## src/rtl/nr_fetch_unit.sv

```systemverilog
// nr_fetch_unit: instruction fetch stage between the PC logic and the decoder.
// It issues one read per cycle into the instruction memory and queues each returned
// word, tagged with its fetch address, in a small prefetch FIFO. The FIFO head goes
// to decode over a valid/ready handshake. A redirect flushes all queued and
// in-flight words and restarts fetch at the target address.
//
// Ports
//   clk        in   clock, rising edge
//   clr_n      in   asynchronous active-low reset
//   im_rd      out  memory read request (combinational issue decision)
//   im_adr     out  memory read address (current pc)
//   im_data    in   memory read data, valid the cycle after im_rd
//   redir      in   redirect strobe (taken branch/jump)
//   redir_adr  in   redirect target
//   ins_vld    out  FIFO head holds a valid instruction
//   ins        out  FIFO head instruction word
//   ins_pc     out  fetch address of the head word
//   ins_rdy    in   decode accepts the head word
module nr_fetch_unit #(
  parameter int unsigned DEPTH = 4,
  parameter int unsigned ADR_W = 8,
  parameter int unsigned INS_W = 8
) (
  input  logic             clk,
  input  logic             clr_n,
  output logic             im_rd,
  output logic [ADR_W-1:0] im_adr,
  input  logic [INS_W-1:0] im_data,
  input  logic             redir,
  input  logic [ADR_W-1:0] redir_adr,
  output logic             ins_vld,
  output logic [INS_W-1:0] ins,
  output logic [ADR_W-1:0] ins_pc,
  input  logic             ins_rdy
);

  localparam int unsigned PTR_W = (DEPTH > 1) ? $clog2(DEPTH) : 1;
  localparam int unsigned CNT_W = PTR_W + 1;
  // One extra bit so count + inf never overflows before the compare
  localparam int unsigned OCC_W = CNT_W + 1;

  logic [ADR_W-1:0] pc_q, pc_d;
  logic [PTR_W-1:0] wr_ptr_q, wr_ptr_d;
  logic [PTR_W-1:0] rd_ptr_q, rd_ptr_d;
  logic [CNT_W-1:0] count_q, count_d;
  logic             inf_q, inf_d;
  logic [ADR_W-1:0] inf_pc_q, inf_pc_d;
  logic             drop_q, drop_d;

  logic [INS_W-1:0] fifo_ins_q [DEPTH];
  logic [ADR_W-1:0] fifo_pc_q  [DEPTH];

  logic             pop_req;
  logic             pop;
  logic             push;
  logic             issue;
  logic [OCC_W-1:0] occ;

  // Head of the FIFO is presented directly to decode
  assign ins_vld = (count_q != '0);
  assign ins     = fifo_ins_q[rd_ptr_q];
  assign ins_pc  = fifo_pc_q[rd_ptr_q];

  // Slots that will be occupied after this edge if we do not issue; a pop in
  // this cycle frees one, which is what sustains one word per cycle.
  assign pop_req = ins_vld & ins_rdy;
  assign occ     = OCC_W'(count_q) + OCC_W'(inf_q) - OCC_W'(pop_req);

  // Issue decision: blocked in reset, during a redirect, and when every slot is
  // already claimed by a queued or in-flight word.
  assign issue  = clr_n & ~redir & (occ < OCC_W'(DEPTH));
  assign im_rd  = issue;
  assign im_adr = pc_q;

  // A redirect voids both the pop and any word returning in the same cycle
  assign push = inf_q & ~drop_q & ~redir;
  assign pop  = pop_req & ~redir;

  // Next-state logic for pc, in-flight tracking and FIFO bookkeeping
  always_comb begin
    pc_d     = pc_q;
    wr_ptr_d = wr_ptr_q;
    rd_ptr_d = rd_ptr_q;
    count_d  = count_q;
    inf_d    = 1'b0;
    inf_pc_d = inf_pc_q;
    drop_d   = 1'b0;

    if (redir) begin
      pc_d     = redir_adr;
      wr_ptr_d = '0;
      rd_ptr_d = '0;
      count_d  = '0;
      // An outstanding read would return next cycle; mark it for discard
      drop_d   = inf_q;
    end else begin
      if (issue) begin
        pc_d     = pc_q + ADR_W'(1);
        inf_d    = 1'b1;
        inf_pc_d = pc_q;
      end
      if (push) begin
        wr_ptr_d = wr_ptr_q + PTR_W'(1);
      end
      if (pop) begin
        rd_ptr_d = rd_ptr_q + PTR_W'(1);
      end
      case ({push, pop})
        2'b10:   count_d = count_q + CNT_W'(1);
        2'b01:   count_d = count_q - CNT_W'(1);
        default: count_d = count_q;
      endcase
    end
  end

  // Control state registers
  always_ff @(posedge clk or negedge clr_n) begin
    if (!clr_n) begin
      pc_q     <= '0;
      wr_ptr_q <= '0;
      rd_ptr_q <= '0;
      count_q  <= '0;
      inf_q    <= 1'b0;
      inf_pc_q <= '0;
      drop_q   <= 1'b0;
    end else begin
      pc_q     <= pc_d;
      wr_ptr_q <= wr_ptr_d;
      rd_ptr_q <= rd_ptr_d;
      count_q  <= count_d;
      inf_q    <= inf_d;
      inf_pc_q <= inf_pc_d;
      drop_q   <= drop_d;
    end
  end

  // FIFO storage; cleared on reset so the head outputs read zero
  always_ff @(posedge clk or negedge clr_n) begin
    if (!clr_n) begin
      fifo_ins_q <= '{default: '0};
      fifo_pc_q  <= '{default: '0};
    end else if (push) begin
      fifo_ins_q[wr_ptr_q] <= im_data;
      fifo_pc_q[wr_ptr_q]  <= inf_pc_q;
    end
  end

endmodule

```

## config.mk

```make
export PLATFORM = sky130hd
export DESIGN_NAME = nr_fetch_unit
export DESIGN_NICKNAME = d
export VERILOG_FILES = /design/src/rtl/nr_fetch_unit.sv
export SDC_FILE = /design/constraint.sdc
export NUM_CORES = 1
export LEC_CHECK = 0
export CAP_MARGIN = 20
export CORE_ASPECT_RATIO = 1.75
export CORE_MARGIN = 4
export CORE_UTILIZATION = 51
export DETAILED_ROUTE_END_ITERATION = 7
export MAX_ROUTING_LAYER = met4
export PLACE_DENSITY = 0.86
export SYNTH_ARGS = -nofsm -noshare
export SYNTH_HDL_FRONTEND = slang
export SYNTH_SLANG_ARGS = --single-unit
```

## constraint.sdc

```tcl
create_clock -name clk -period 3.25 [get_ports clk]
set_input_delay 0.975 -clock clk [delete_from_list [all_inputs] [get_ports clk]]
set_output_delay 0.975 -clock clk [all_outputs]
set_load 0.01 [all_outputs]
```

==> results of run 1 <==
routing by layer:
metal,track usage,share of wire,routed length (um),vias to the layer above
met1,0.202,0.37,3090,1280
met3,0.0395,0.034,283,21
met4,0.0814,0.029,239,0
li1,-,-,-,1149
met2,0.329,0.56,4650,55
met5,-,0,0,-
cell type report:
type	instances	area share
timing repair buffer	67	0.123
inverter	10	0.00726
tap	90	0.0218
clock inverter	3	0.0126
clock buffer	11	0.0489
multi-input combinational	174	0.356
sequential	89	0.431
power by group:
group / leakage (nW) / internal (mW) / switching (mW)
Sequential: 1.17 / 1.44 / 0.260
Clock: 0.157 / 0.705 / 0.386
Combinational: 1.01 / 1.05 / 0.690
Total: 2.34 / 3.19 / 1.34
critical path: stages:
cell	delay [ps]
buf_6	70
o31ai_4	60
inv_2	80
ha_4	120
inv_2	40
ha_4	240
nand3b_1	80
and4bb_2	260
o21ai_4	180
inv_2	50
buf_6	110
worst min-delay path by stage:
stage / startpoint / end
final: fifo_pc_q[14]$_DFFE_PN0P_ / fifo_pc_q[14]$_DFFE_PN0P_
after floorplan: fifo_pc_q[10]$_DFFE_PN0P_ / fifo_pc_q[10]$_DFFE_PN0P_
after global routing: fifo_ins_q[19]$_DFFE_PN0P_ / fifo_ins_q[19]$_DFFE_PN0P_
after global placement: fifo_ins_q[6]$_DFFE_PN0P_ / fifo_ins_q[6]$_DFFE_PN0P_
after CTS: fifo_ins_q[2]$_DFFE_PN0P_ / fifo_ins_q[2]$_DFFE_PN0P_
after detailed placement: fifo_pc_q[8]$_DFFE_PN0P_ / fifo_pc_q[8]$_DFFE_PN0P_
logic make-up after synthesis:
logic type      after synthesis  synth area share
mux                          92             0.294
flops                        89             0.537
simple gates                 42            0.0504
buf+inv                      26            0.0284
compound gates               18            0.0329
xor+xnor                     13            0.0275
fa+ha+maj                     9            0.0290
state kept, by name (all words and copies together) (netlist names):
register and cells:
wr_ptr_q 2, drop_q 1, im_adr 8, inf_q 1
inf_pc_q 8, rd_ptr_q 2, fifo_ins_q 32, fifo_pc_q 32
count_q 3
cell usage after synthesis (2+ instances only):
cell type,n
dfrtp_1,89
mux2_2,75
mux4_2,16
nor2_1,12
nand2_1,11
buf_2,10
inv_1,10
ha_1,8
o21ai_0,7
xor2_1,7
and2_1,6
xnor2_1,6
clkbuf_1,4
o211ai_1,3
a21oi_1,2
and3_1,2
nand2b_1,2
nand3_1,2
nor2b_1,2
o21ai_4,2
stage by stage:
stage | std cells | hold WS [ps] | util | worst slack [ps] | TNS, ps
2_1_floorplan | 289 | 475 | - | -135 | -135
3_3_place_gp | 429 | 484 | 0.607 | -850 | -1210
3_5_place_dp | 429 | 491 | 0.607 | -904 | -1940
4_1_cts | 443 | 506 | 0.650 | -11.2 | -11.2
5_1_grt | 444 | 516 | 0.654 | -65.2 | -65.2
6_report | 444 | 501 | 0.654 | 2.94 | 0
timing repair:
item / 4_1_cts / 5_1_grt
gates cloned: 0 / 0
setup buffers: 0 / 0
endpoints found under the setup margin: 1 / 1
endpoints found under the hold margin: 0 / 0
pin swaps: 5 / 0
gates resized for setup: 14 / 0
==> summary.txt, run 1 <==
Clock network
  – CTS tree: done
  – Hold buffers post-CTS: 0
  – Longest Clk Path Bufs: 2
  – Worst skew pair latency: 330 ps
  – Clk slew on worst S/H paths: 60 ps
  – Clk sink count: 89
  – CTS root buf: clkbuf_16
  – H-tree Lvls: 3
  – Total CTS buffers: 9

Yosys
  – Syn nets: 318
  – Synth Flop Type: dfrtp_1
  – Syn_area_per_cell: 14.3 um2
  – Top cells by area, synth: dfrtp_1 54%, mux2_2 20%, mux4_2 8.7%
  – Mapped Cells: 289
  – Synthesized cell area: 4140 um2
  – Post-synthesis sequential area ratio: 0.537
  – Area leader, netlist: dfrtp_1
  – Area share of the largest cell type after synthesis: 0.537
  – Register bit total from synthesis: 89
  – Synth unique cells: 33
  – EDFF count, synth: 0
  – Ys async rst share: 1.00
  – Synth warn: 0

Floorplanning
  – Die X: 76.1 um
  – Num rows: 43
  – Starting density of the core: 0.524
  – IO Pins: 46
  – Core Area: 7910 um2
  – Die height: 127 um
  – Die area: 9690 um2

Pwr
  – Maximum vdd ir drop: 0.000485 V
  – Pleak: 2.34 nW
  – PwrDens: 876 nW/um2
  – Total Power: 4.53 mW

Placed design
  – Port buffer count: 45
  – Post-DP HPWL: 5750 um
  – Post-DP Area: 4800 um2
  – Final GP Congestion: 0.844

Hold path
  – Hold depth: 1
  – Hold/Removal Path Class: register to register

Worst setup path
  – Setup crit end: im_rd
  – Reg-to-reg endpoint: im_adr[1]$_DFFE_PN0P_
  – Reg2Reg Setup Slack: 740 ps
  – Largest fanout on the critical path: 2
  – CP Capture Type: output port
  – Worst Setup Path Type: primary input to output port
  – Worst setup startpoint: ins_rdy
  – Worst EP required: 2270 ps
  – Reg2reg start: count_q[0]$_DFFE_PN0P_
  – Crit start category: primary input
  – Crit path DAT: 2270 ps
  – R2R depth: 12

Global route
  – Residual overflow from global routing: 0
  – Pin count of the biggest net entering global routing: 85
  – First-pass GRT wire length: 13800 um
  – Total track usage: 0.187
  – Initial antenna violation count: 0
  – Vias in the first global route: 2784

STA
  – Setup-failing EPs final: 0
  – Max Clk Rate: 308 MHz
  – Slew Limit Headroom: 0.658
  – Clock Skew: 7.08 ps
  – RSZ-0062 raised after global routing: true
  – Final min period: 3250 ps
  – Final period util: 0.999
  – Final slew viol count: 0
  – Worst slew pin tran: 513 ps
  – Final hold vios: 0

Routing
  – Final ANT Viol Nets: 0
  – Routed WL: 8260 um
  – First-pass DRT Iterations: 4
  – DR iter-0 viols: 145
  – DRC errors left: 0
  – Vias per inst: 5.64
  – Routed WL per cell: 18.6 um
  – Via count of the routed design: 2505

Finish
  – Design area: 5170 um2
  – Layout cells sized above 1: 0.398
  – Most frequent cells in the layout: 89 x dfrtp_1, 75 x mux2_2, 42 x clkdlybuf4s50_1
  – Fill cells: 572
  – Final nets: 380
  – Layout area overhead: 24.7%
  – Register Area: 2230 um2
  – Commonest non-fill, non-tap cell in the layout: dfrtp_1
  – Area of the multi-input gates: 1840 um2
  – ANT cells: 0

Job
  – Max_cap viols: 0

Run status
  – Status: completed
Power figures use the tool's default switching activity.
==> run 2: changes to the inputs <==
Settings changed: ABC_CLOCK_PERIOD_IN_PS from default to 3650, CORE_UTILIZATION 51 to 56, PLACE_DENSITY 0.86 to 0.89, RECOVER_POWER from default to 50.
Clock period 3.25 ns to 3.65 ns, I/O delays scaled along.
==> run 2 against run 1 <==
Worst hold slack barely moved. Flip-flop and latch count did not move. Critical path depth did not move. Total power fell by 13%. Largest cell class unchanged. Via count fell by 0.76%. The flow now finishes with violations (max-capacitance violations, max-slew violations). Cell area fell by 2.1%. Sequential power fell by 11%.
==> summary.txt, run 2 (synthesized netlist as in run 1, its figures left out) <==
Run status
  – Status: finished, violations left (was completed)
  – Failing checks: max-capacitance violations, max-slew violations

Worst setup path
  – Crit path DAT: 2460 ps (was 2270 ps)
  – Reg2reg start: count_q[0]$_DFFE_PN0P_ (unchanged)
  – Reg2Reg Setup Slack: 1030 ps (was 740 ps)
  – Crit start category: primary input (unchanged)
  – CP Capture Type: output port (unchanged)
  – Largest fanout on the critical path: 2 (unchanged)
  – Reg-to-reg endpoint: inf_pc_q[6]$_DFFE_PN0P_ (was im_adr[1]$_DFFE_PN0P_)
  – Worst EP required: 2550 ps (was 2270 ps)
  – Worst Setup Path Type: primary input to output port (unchanged)
  – R2R depth: 10 (was 12)

Routing
  – Routed WL per cell: 18.3 um (was 18.6 um)
  – DR iter-0 viols: 122 (was 145)
  – Vias per inst: 5.69 (was 5.64)
  – Final ANT Viol Nets: 0 (unchanged)
  – DRC errors left: 0 (unchanged)
  – Routed WL: 7990 um (was 8260 um)
  – First-pass DRT Iterations: 4 (unchanged)
  – Via count of the routed design: 2486 (was 2505)

Clock network
  – H-tree Lvls: 3 (unchanged)
  – CTS root buf: clkbuf_16 (unchanged)
  – Hold buffers post-CTS: 0 (unchanged)
  – Total CTS buffers: 9 (unchanged)
  – Clk sink count: 89 (unchanged)
  – Worst skew pair latency: 340 ps (was 330 ps)
  – Longest Clk Path Bufs: 2 (unchanged)
  – Setup Fix Bufs, Post-CTS: 0 (unchanged)
  – CTS tree: done (unchanged)
  – Clk slew on worst S/H paths: 60 ps (about the same)

Pwr
  – Psw: 1.16 mW (was 1.34 mW)
  – PwrDens: 776 nW/um2 (was 876 nW/um2)
  – Maximum vdd ir drop: 0.000526 V (was 0.000485 V)
  – Pint: 2.76 mW (was 3.19 mW)
  – Combinational Power Share: 0.376 (was 0.385)
  – Sequential share of power: 0.384 (was 0.375)
  – Clock Power Share: 0.240 (was 0.241)
  – Total Power: 3.92 mW (was 4.53 mW)
  – Sw Ratio: 0.297 (was 0.295)
  – Pleak: 2.29 nW (was 2.34 nW)

Global route
  – Met3 usage: 0.0429 (was 0.0395)
  – First-pass GRT wire length: 13500 um (was 13800 um)
  – Vias in the first global route: 2793 (was 2784)
  – Residual overflow from global routing: 0 (unchanged)
  – Met2 Resource Use GR: 0.346 (was 0.329)
  – Initial antenna violation count: 0 (unchanged)
  – Met1 Use GR: 0.235 (was 0.202)
  – Most Used Layer, Global Route: met2 (unchanged)
  – Total track usage: 0.208 (was 0.187)
  – Pin count of the biggest net entering global routing: 62 (was 85)

STA
  – Final period util: 0.973
  – Clock Skew: 3.91 ps (was 7.08 ps)
  – Slew Limit Headroom: -0.143 (was 0.658)
  – Setup TNS: 0 ps (unchanged)
  – Worst slew pin tran: 1720 ps (was 513 ps)
  – Final min period: 3550 ps
  – RSZ-0062 raised after global routing: false (was true)
  – Final slew viol count: 34 (was 0)
  – Setup-failing EPs final: 0 (unchanged)
  – Worst setup margin: 99.9 ps (was 2.94 ps)
  – Final hold vios: 0 (unchanged)
  – Max Clk Rate: 282 MHz

Floorplanning
  – Num rows: 41 (was 43)
  – Starting density of the core: 0.573 (was 0.524)
  – Die X: 73.0 um (was 76.1 um)
  – Die height: 122 um (was 127 um)
  – IO Pins: 46 (unchanged)
  – Die area: 8890 um2 (was 9690 um2)
  – Core Area: 7230 um2 (was 7910 um2)

Placed design
  – Post-DP Area: 4760 um2 (was 4800 um2)
  – Port buffer count: 45 (unchanged)
  – Post-DP HPWL: 5330 um (was 5750 um)
  – Pre-CTS setup slack: -727 ps (was -904 ps)
  – Final GP Congestion: 0.819 (was 0.844)

Finish
  – Layout cells sized above 1: 0.370 (was 0.398)
  – Most frequent cells in the layout: 89 x dfrtp_1, 75 x mux2_2, 36 x clkdlybuf4s50_1 (was 89 x dfrtp_1, 75 x mux2_2, 42 x clkdlybuf4s50_1)
  – Final Util: 0.700 (was 0.654)
  – Biggest regs: fifo_ins_q (32), fifo_pc_q (32) (unchanged)
  – Commonest non-fill, non-tap cell in the layout: dfrtp_1 (unchanged)
  – Fill cells: 476 (was 572)
  – ANT cells: 0 (unchanged)
  – Final nets: 375 (was 380)
  – Layout area overhead: 22.1% (was 24.7%)
  – Design area: 5060 um2 (was 5170 um2)

Hold path
  – Hold/Removal Path Class: register to register (unchanged)
  – Hold path start: fifo_ins_q[25]$_DFFE_PN0P_ (was fifo_pc_q[14]$_DFFE_PN0P_)
  – Hold depth: 1 (unchanged)
  – Hold endpoint: fifo_ins_q[25]$_DFFE_PN0P_ (was fifo_pc_q[14]$_DFFE_PN0P_)

Job
  – Max_cap viols: 1 (was 0)
run 2: area by class of cell:
cell class	instances	area [um2]	share of cell area
inverters	10	37.5	0.00742
flip-flops and latches	89	2230	0.440
repair buffers	62	563	0.111
clock inverters	2	35.0	0.00692
well taps	86	108	0.0213
clock buffers	14	274	0.0542
multi-input cells	174	1820	0.359
run 2: power by group through the flow:
stage	sequential, mW	clock, mW	combinational (mW)
after floorplan	1.45	0	0.951
after global placement	1.49	0	1.46
after detailed placement	1.52	0	1.50
after CTS	1.51	0.963	1.51
after global routing	1.55	1.01	1.59
final	1.51	0.942	1.48
run 2: how the worst max path moves through the flow:
stage	startpoint	end	slack (ps)	cells past startpoint
floorplan	ins_rdy	im_rd	30	10
global placement	ins_rdy	im_rd	-700	12
detailed placement	ins_rdy	im_rd	-730	12
CTS	ins_rdy	im_rd	70	11
global route	ins_rdy	im_rd	9	11
finish	ins_rdy	im_rd	100	11
run 2: worst max-delay path: stages:
cell and delay, ps:
buf_6 80, o31ai_4 60, inv_2 60, ha_2 150, inv_1 40, ha_1 260
nand3b_1 90, and4bb_2 280, o21ai_4 180, inv_2 50, buf_6 110
run 2: repair_timing:
item / in CTS / in global routing
endpoints found under the setup margin: 1 / 1
cloned: 0 / 0
pin swaps: 1 / 3
gates resized for setup: 10 / 1
run 2: metal layers:
layer,part of all wire,vias up
met1,0.40,1276
met4,0.022,0
met5,0,-
met3,0.034,15
li1,-,1144
met2,0.55,51
run 2: per-stage QoR:
step,hold slack [ps],instances
CTS,506,437
floorplan,475,289
global route,512,437
global placement,484,421
detailed placement,492,421
finish,501,437
==> run 3: changes to the inputs <==
Settings changed: CORE_MARGIN 4 to 2, CTS_CLUSTER_DIAMETER from default to 80, RECOVER_POWER 50 to default.
==> run 3 against run 2 <==
The run now ends clean. Via count down 1.7%. Non-clock buffer count unchanged. Clock power down 5.8%. Die area down 8.6%. Utilization up 0.67 points. Worst setup slack worse by 5.5 ps. Combinational power about the same. Worst hold slack better by 0.54 ps. Clock-buffer cell count down 2. Critical path type unchanged. Largest cell class unchanged. Flip-flop and latch count unchanged. Sequential power about the same.
==> summary.txt, run 3 (synthesized netlist as in run 1, its figures left out) <==
Run status
  – Status: completed (was finished, violations left)

STA
  – Final slew viol count: 0 (was 34)
  – Slew Limit Headroom: 0.727 (was -0.143)
  – Clock Skew: 8.53 ps (was 3.91 ps)
  – Final period util: 0.974 (was 0.973)
  – Max Clk Rate: 281 MHz (was 282 MHz)
  – RSZ-0062 raised after global routing: false (unchanged)
  – Setup-failing EPs final: 0 (unchanged)
  – Final min period: 3560 ps (was 3550 ps)
  – Worst slew pin tran: 409 ps (was 1720 ps)
  – Final hold vios: 0 (unchanged)

Clock network
  – CTS root buf: clkbuf_16 (unchanged)
  – Setup Fix Bufs, Post-CTS: 0 (unchanged)
  – Clk slew on worst S/H paths: 60 ps (about the same)
  – H-tree Lvls: 3 (unchanged)
  – Worst skew pair latency: 340 ps (about the same)
  – Longest Clk Path Bufs: 2 (unchanged)
  – Total CTS buffers: 9 (unchanged)
  – Cts repair resizes: 9 (was 10)
  – CTS tree: done (unchanged)
  – Clk sink count: 89 (unchanged)
  – Hold buffers post-CTS: 0 (unchanged)

Routing
  – DRC errors left: 0 (unchanged)
  – First-pass DRT Iterations: 4 (unchanged)
  – Routed WL per cell: 17.8 um (was 18.3 um)
  – Vias per inst: 5.59 (was 5.69)
  – DR iter-0 viols: 152 (was 122)
  – Routed WL: 7790 um (was 7990 um)
  – Final ANT Viol Nets: 0 (unchanged)
  – Via count of the routed design: 2443 (was 2486)

Pwr
  – Total Power: 3.89 mW (was 3.92 mW)
  – Pleak: 2.30 nW (was 2.29 nW)
  – PwrDens: 768 nW/um2 (was 776 nW/um2)
  – Maximum vdd ir drop: 0.000619 V (was 0.000526 V)

Worst setup path
  – Crit start category: primary input (unchanged)
  – CP cell instances: buf_2 > o31ai_4 > inv_2 > ha_2 > inv_1 > ha_1 > nand3b_1 > and4bb_1 > o21ai_4 > inv_2 > buf_6 (was buf_6 > o31ai_4 > inv_2 > ha_2 > inv_1 > ha_1 > nand3b_1 > and4bb_2 > o21ai_4 > inv_2 > buf_6)
  – Max stage delay on crit path: 250 ps (was 280 ps)
  – Largest fanout on the critical path: 2 (unchanged)
  – Crit path DAT: 2460 ps (about the same)
  – Slowest cell on crit path: ha_1 (was and4bb_2)
  – Worst EP required: 2550 ps (about the same)
  – CP Capture Type: output port (unchanged)
  – R2R depth: 12 (was 10)
  – Most used cell, CP: inv_2
  – Worst Setup Path Type: primary input to output port (unchanged)

Placed design
  – Post-DP Area: 4760 um2 (about the same)
  – Placed Cells incl. Taps: 420 (was 421)
  – Port buffer count: 45 (unchanged)
  – Post-DP HPWL: 5250 um (was 5330 um)
  – Final GP Congestion: 0.776 (was 0.819)

Job
  – Max_cap viols: 0 (was 1)

Global route
  – Met1 Use GR: 0.255 (was 0.235)
  – Vias in the first global route: 2674 (was 2793)
  – Most Used Layer, Global Route: met2 (unchanged)
  – Met3 usage: 0.0368 (was 0.0429)
  – First-pass GRT wire length: 13200 um (was 13500 um)
  – Pin count of the biggest net entering global routing: 86 (was 62)
  – Initial antenna violation count: 0 (unchanged)
  – Met2 Resource Use GR: 0.359 (was 0.346)
  – Residual overflow from global routing: 0 (unchanged)
  – Total track usage: 0.215 (was 0.208)

Floorplanning
  – Die X: 69.0 um (was 73.0 um)
  – Starting density of the core: 0.577 (was 0.573)
  – Die height: 118 um (was 122 um)
  – Core Area: 7180 um2 (was 7230 um2)
  – Num rows: 41 (unchanged)
  – Die area: 8130 um2 (was 8890 um2)
  – IO Pins: 46 (unchanged)

Finish
  – Commonest non-fill, non-tap cell in the layout: dfrtp_1 (unchanged)
  – Design area: 5070 um2 (was 5060 um2)
  – Layout cells sized above 1: 0.385 (was 0.370)
  – Finished Layout Cells: 437 (unchanged)
  – Biggest regs: fifo_ins_q (32), fifo_pc_q (32) (unchanged)
  – Layout area overhead: 22.4% (was 22.1%)
  – ANT cells: 0 (unchanged)
  – Most frequent cells in the layout: 89 x dfrtp_1, 75 x mux2_2, 42 x clkdlybuf4s50_1 (was 89 x dfrtp_1, 75 x mux2_2, 36 x clkdlybuf4s50_1)
  – Final nets: 375 (unchanged)

Hold path
  – Hold/Removal Path Class: register to register (unchanged)
  – Hold depth: 1 (unchanged)
## run 3: cell count changes in the layout (fill, tap and decap cells not counted), sizes merged
cell / change
buf: +4
clkdlybuf4s50: +6
clkinv: +2
clkinvlp: +1
bufinv: -1
dlygate4sd3: -6
clkbuf: -6
## run 3: final cells by class
class | instances | area, um2
flip-flops and latches | 89 | 2230
fillers | 502 | 2110
multi-input cells | 174 | 1820
repair buffers | 62 | 592
clock buffers | 12 | 267
well taps | 86 | 108
inverters | 10 | 37.5
clock inverters | 4 | 26.3
## run 3: metrics by stage
stage	setup WS [ps]	TNS (ps)	util	hold WS (ps)
5_1_grt	33.3	0	0.706	519
2_1_floorplan	25.5	0	-	475
6_report	94.5	0	0.706	502
3_3_place_gp	-694	-694	0.662	484
3_5_place_dp	-728	-728	0.662	491
4_1_cts	91.8	0	0.702	505
## run 3: path summary, 6_finish.rpt
kind                                           startpoint                    endpoint  slack [ps]
worst max-delay path                              ins_rdy                       im_rd          90
worst min-delay path            fifo_ins_q[3]$_DFFE_PN0P_   fifo_ins_q[3]$_DFFE_PN0P_         500
worst max register to register     count_q[0]$_DFFE_PN0P_       im_adr[1]$_DFFE_PN0P_        1100
worst min register to register  fifo_ins_q[3]$_DFFE_PN0P_   fifo_ins_q[3]$_DFFE_PN0P_         500
max in group asynchronous                           clr_n  fifo_ins_q[26]$_DFFE_PN0P_        2220
min in group asynchronous                           clr_n       im_adr[6]$_DFFE_PN0P_         570
## run 3: worst max-delay path, delay by kind of cell
kind | cells | cell delay (ps)
AOI/OAI and AO/OA | 2 | 250
adders and majority gates | 2 | 400
buffers and inverters | 5 | 360
and+or+nand+nor | 2 | 350
## run 3: report_power, final
part	internal (mW)	switching, mW
registers	1.28	0.234
logic	0.914	0.581
clock network	0.516	0.371
## run 3: metal layers
metal | part of all wire | vias to the layer above | wire length (um)
met5 | 0 | - | 0
met1 | 0.42 | 1254 | 3260
met2 | 0.54 | 47 | 4170
met4 | 0.018 | 0 | 144
met3 | 0.028 | 11 | 218
li1 | - | 1131 | -
==> edit 1: new RTL, config.mk and constraints of run 3 <==
`DEPTH`: 4 -> 8.
--- a/src/rtl/nr_fetch_unit.sv
+++ b/src/rtl/nr_fetch_unit.sv
@@ -17,7 +17,7 @@
 //   ins_pc     out  fetch address of the head word
 //   ins_rdy    in   decode accepts the head word
 module nr_fetch_unit #(
-  parameter int unsigned DEPTH = 4,
+  parameter int unsigned DEPTH = 8,
   parameter int unsigned ADR_W = 8,
   parameter int unsigned INS_W = 8
 ) (
Behaviour: not the same (a bounded check fails within 10 cycles, from zero or initial values).
==> edit 1 against run 3 <==
The run now ends with setup timing left. Sequential cell count up 67. Cell area up 73%. Fmax down 6.5%. Hold slack worse by 0.00055 ns. Worst setup slack worse by 0.25 ns. Synthesized area up 74%. Critical path type is now reg -> out. Power up 61%. Final cell count up 66%. Clock power up 110%. Non-clock buffer count up 13. Global-route usage up 3.5 points. Wire length up 100%.
==> edit 1: results (changes against run 3) <==
H-Tree Depth=4 (was 3); status=complete, but fails checks (was complete, no violations); top post-synthesis cells by area=dfrtp_1, mux2_2, mux4_2 (unchanged); final setup violation count=1 (was 0); Max Freq=0.2629 GHz (was 0.2813 GHz); VDD IR max=0.5086 mV (was 0.6189 mV); comb pwr=2.15 mW (was 1.50 mW); placed inst area=8077 sq um (was 4756 sq um); Final clock-cell share=0.07157 (was 0.05772); Leak=4.072 nW (was 2.299 nW); Unique masters post-synth=37 (was 33); clock power share=0.296 (was 0.228); pin count of the biggest net entering global routing=84 (was 86); share of layout cells above drive strength 1=0.4848 (was 0.3846); number of synthesized register bits=156 (was 89); Synth Area in XOR/XNOR=0.01818 (was 0.02748); area of the multi-input gates=3243 sq um (was 1815 sq um); number of vias per cell=5.981 (was 5.590); critical path arrival=2.71 ns (was 2.46 ns); failing checks=setup timing; Worst-Skew Late Latency=0.42 ns (was 0.34 ns); Syn Nets=508 (was 318); sw frac=0.3024 (was 0.3047); setup ws final=-0.1535 ns (was 0.09447 ns); Sequential Area=3905 sq um (was 2227 sq um); Slew HR=0.3634 (was 0.7270); Adder-Cell Fraction of Synth Area=0.02008 (was 0.02899); multiplexer share of the synthesized area=0.3425 (was 0.2944); Multi-In Gates=289 (was 174); Place WS=-0.9918 ns (was -0.7278 ns); DP HPWL=9545 microns (was 5250 microns)
[edit 1: cell count changes after synthesis, moves of 3 or more]
cell / delta
nand2_1: +9
nand2_2: +3
a21oi_1: +6
and2_1: -5
mux4_2: +16
mux2_2: +79
o211ai_1: -3
a211oi_1: +4
dfrtp_1: +67
xnor2_1: +5
clkbuf_1: +9
xor2_1: -3
inv_1: -3
[edit 1: final timing paths]
kind | start | end | slack (ns)
min in group asynchronous | clr_n | inf_pc_q[6] | 0.91
setup / recovery | count_q[3] | im_rd | -0.15
hold / removal | fifo_ins_q[36] | fifo_ins_q[36] | 0.50
max in group asynchronous | clr_n | rd_ptr_q[0] | 1.44
hold reg to reg | fifo_ins_q[36] | fifo_ins_q[36] | 0.50
setup reg to reg | count_q[3] | im_adr[1] | 0.62
[edit 1: metal layers]
layer  part of all wire  GRT usage  up-vias
met3              0.027    0.05358       41
li1                   -          -     1883
met1               0.38     0.2628     2323
met2               0.55     0.4484      101
met5                  0          -        -
met4              0.038     0.1150        0
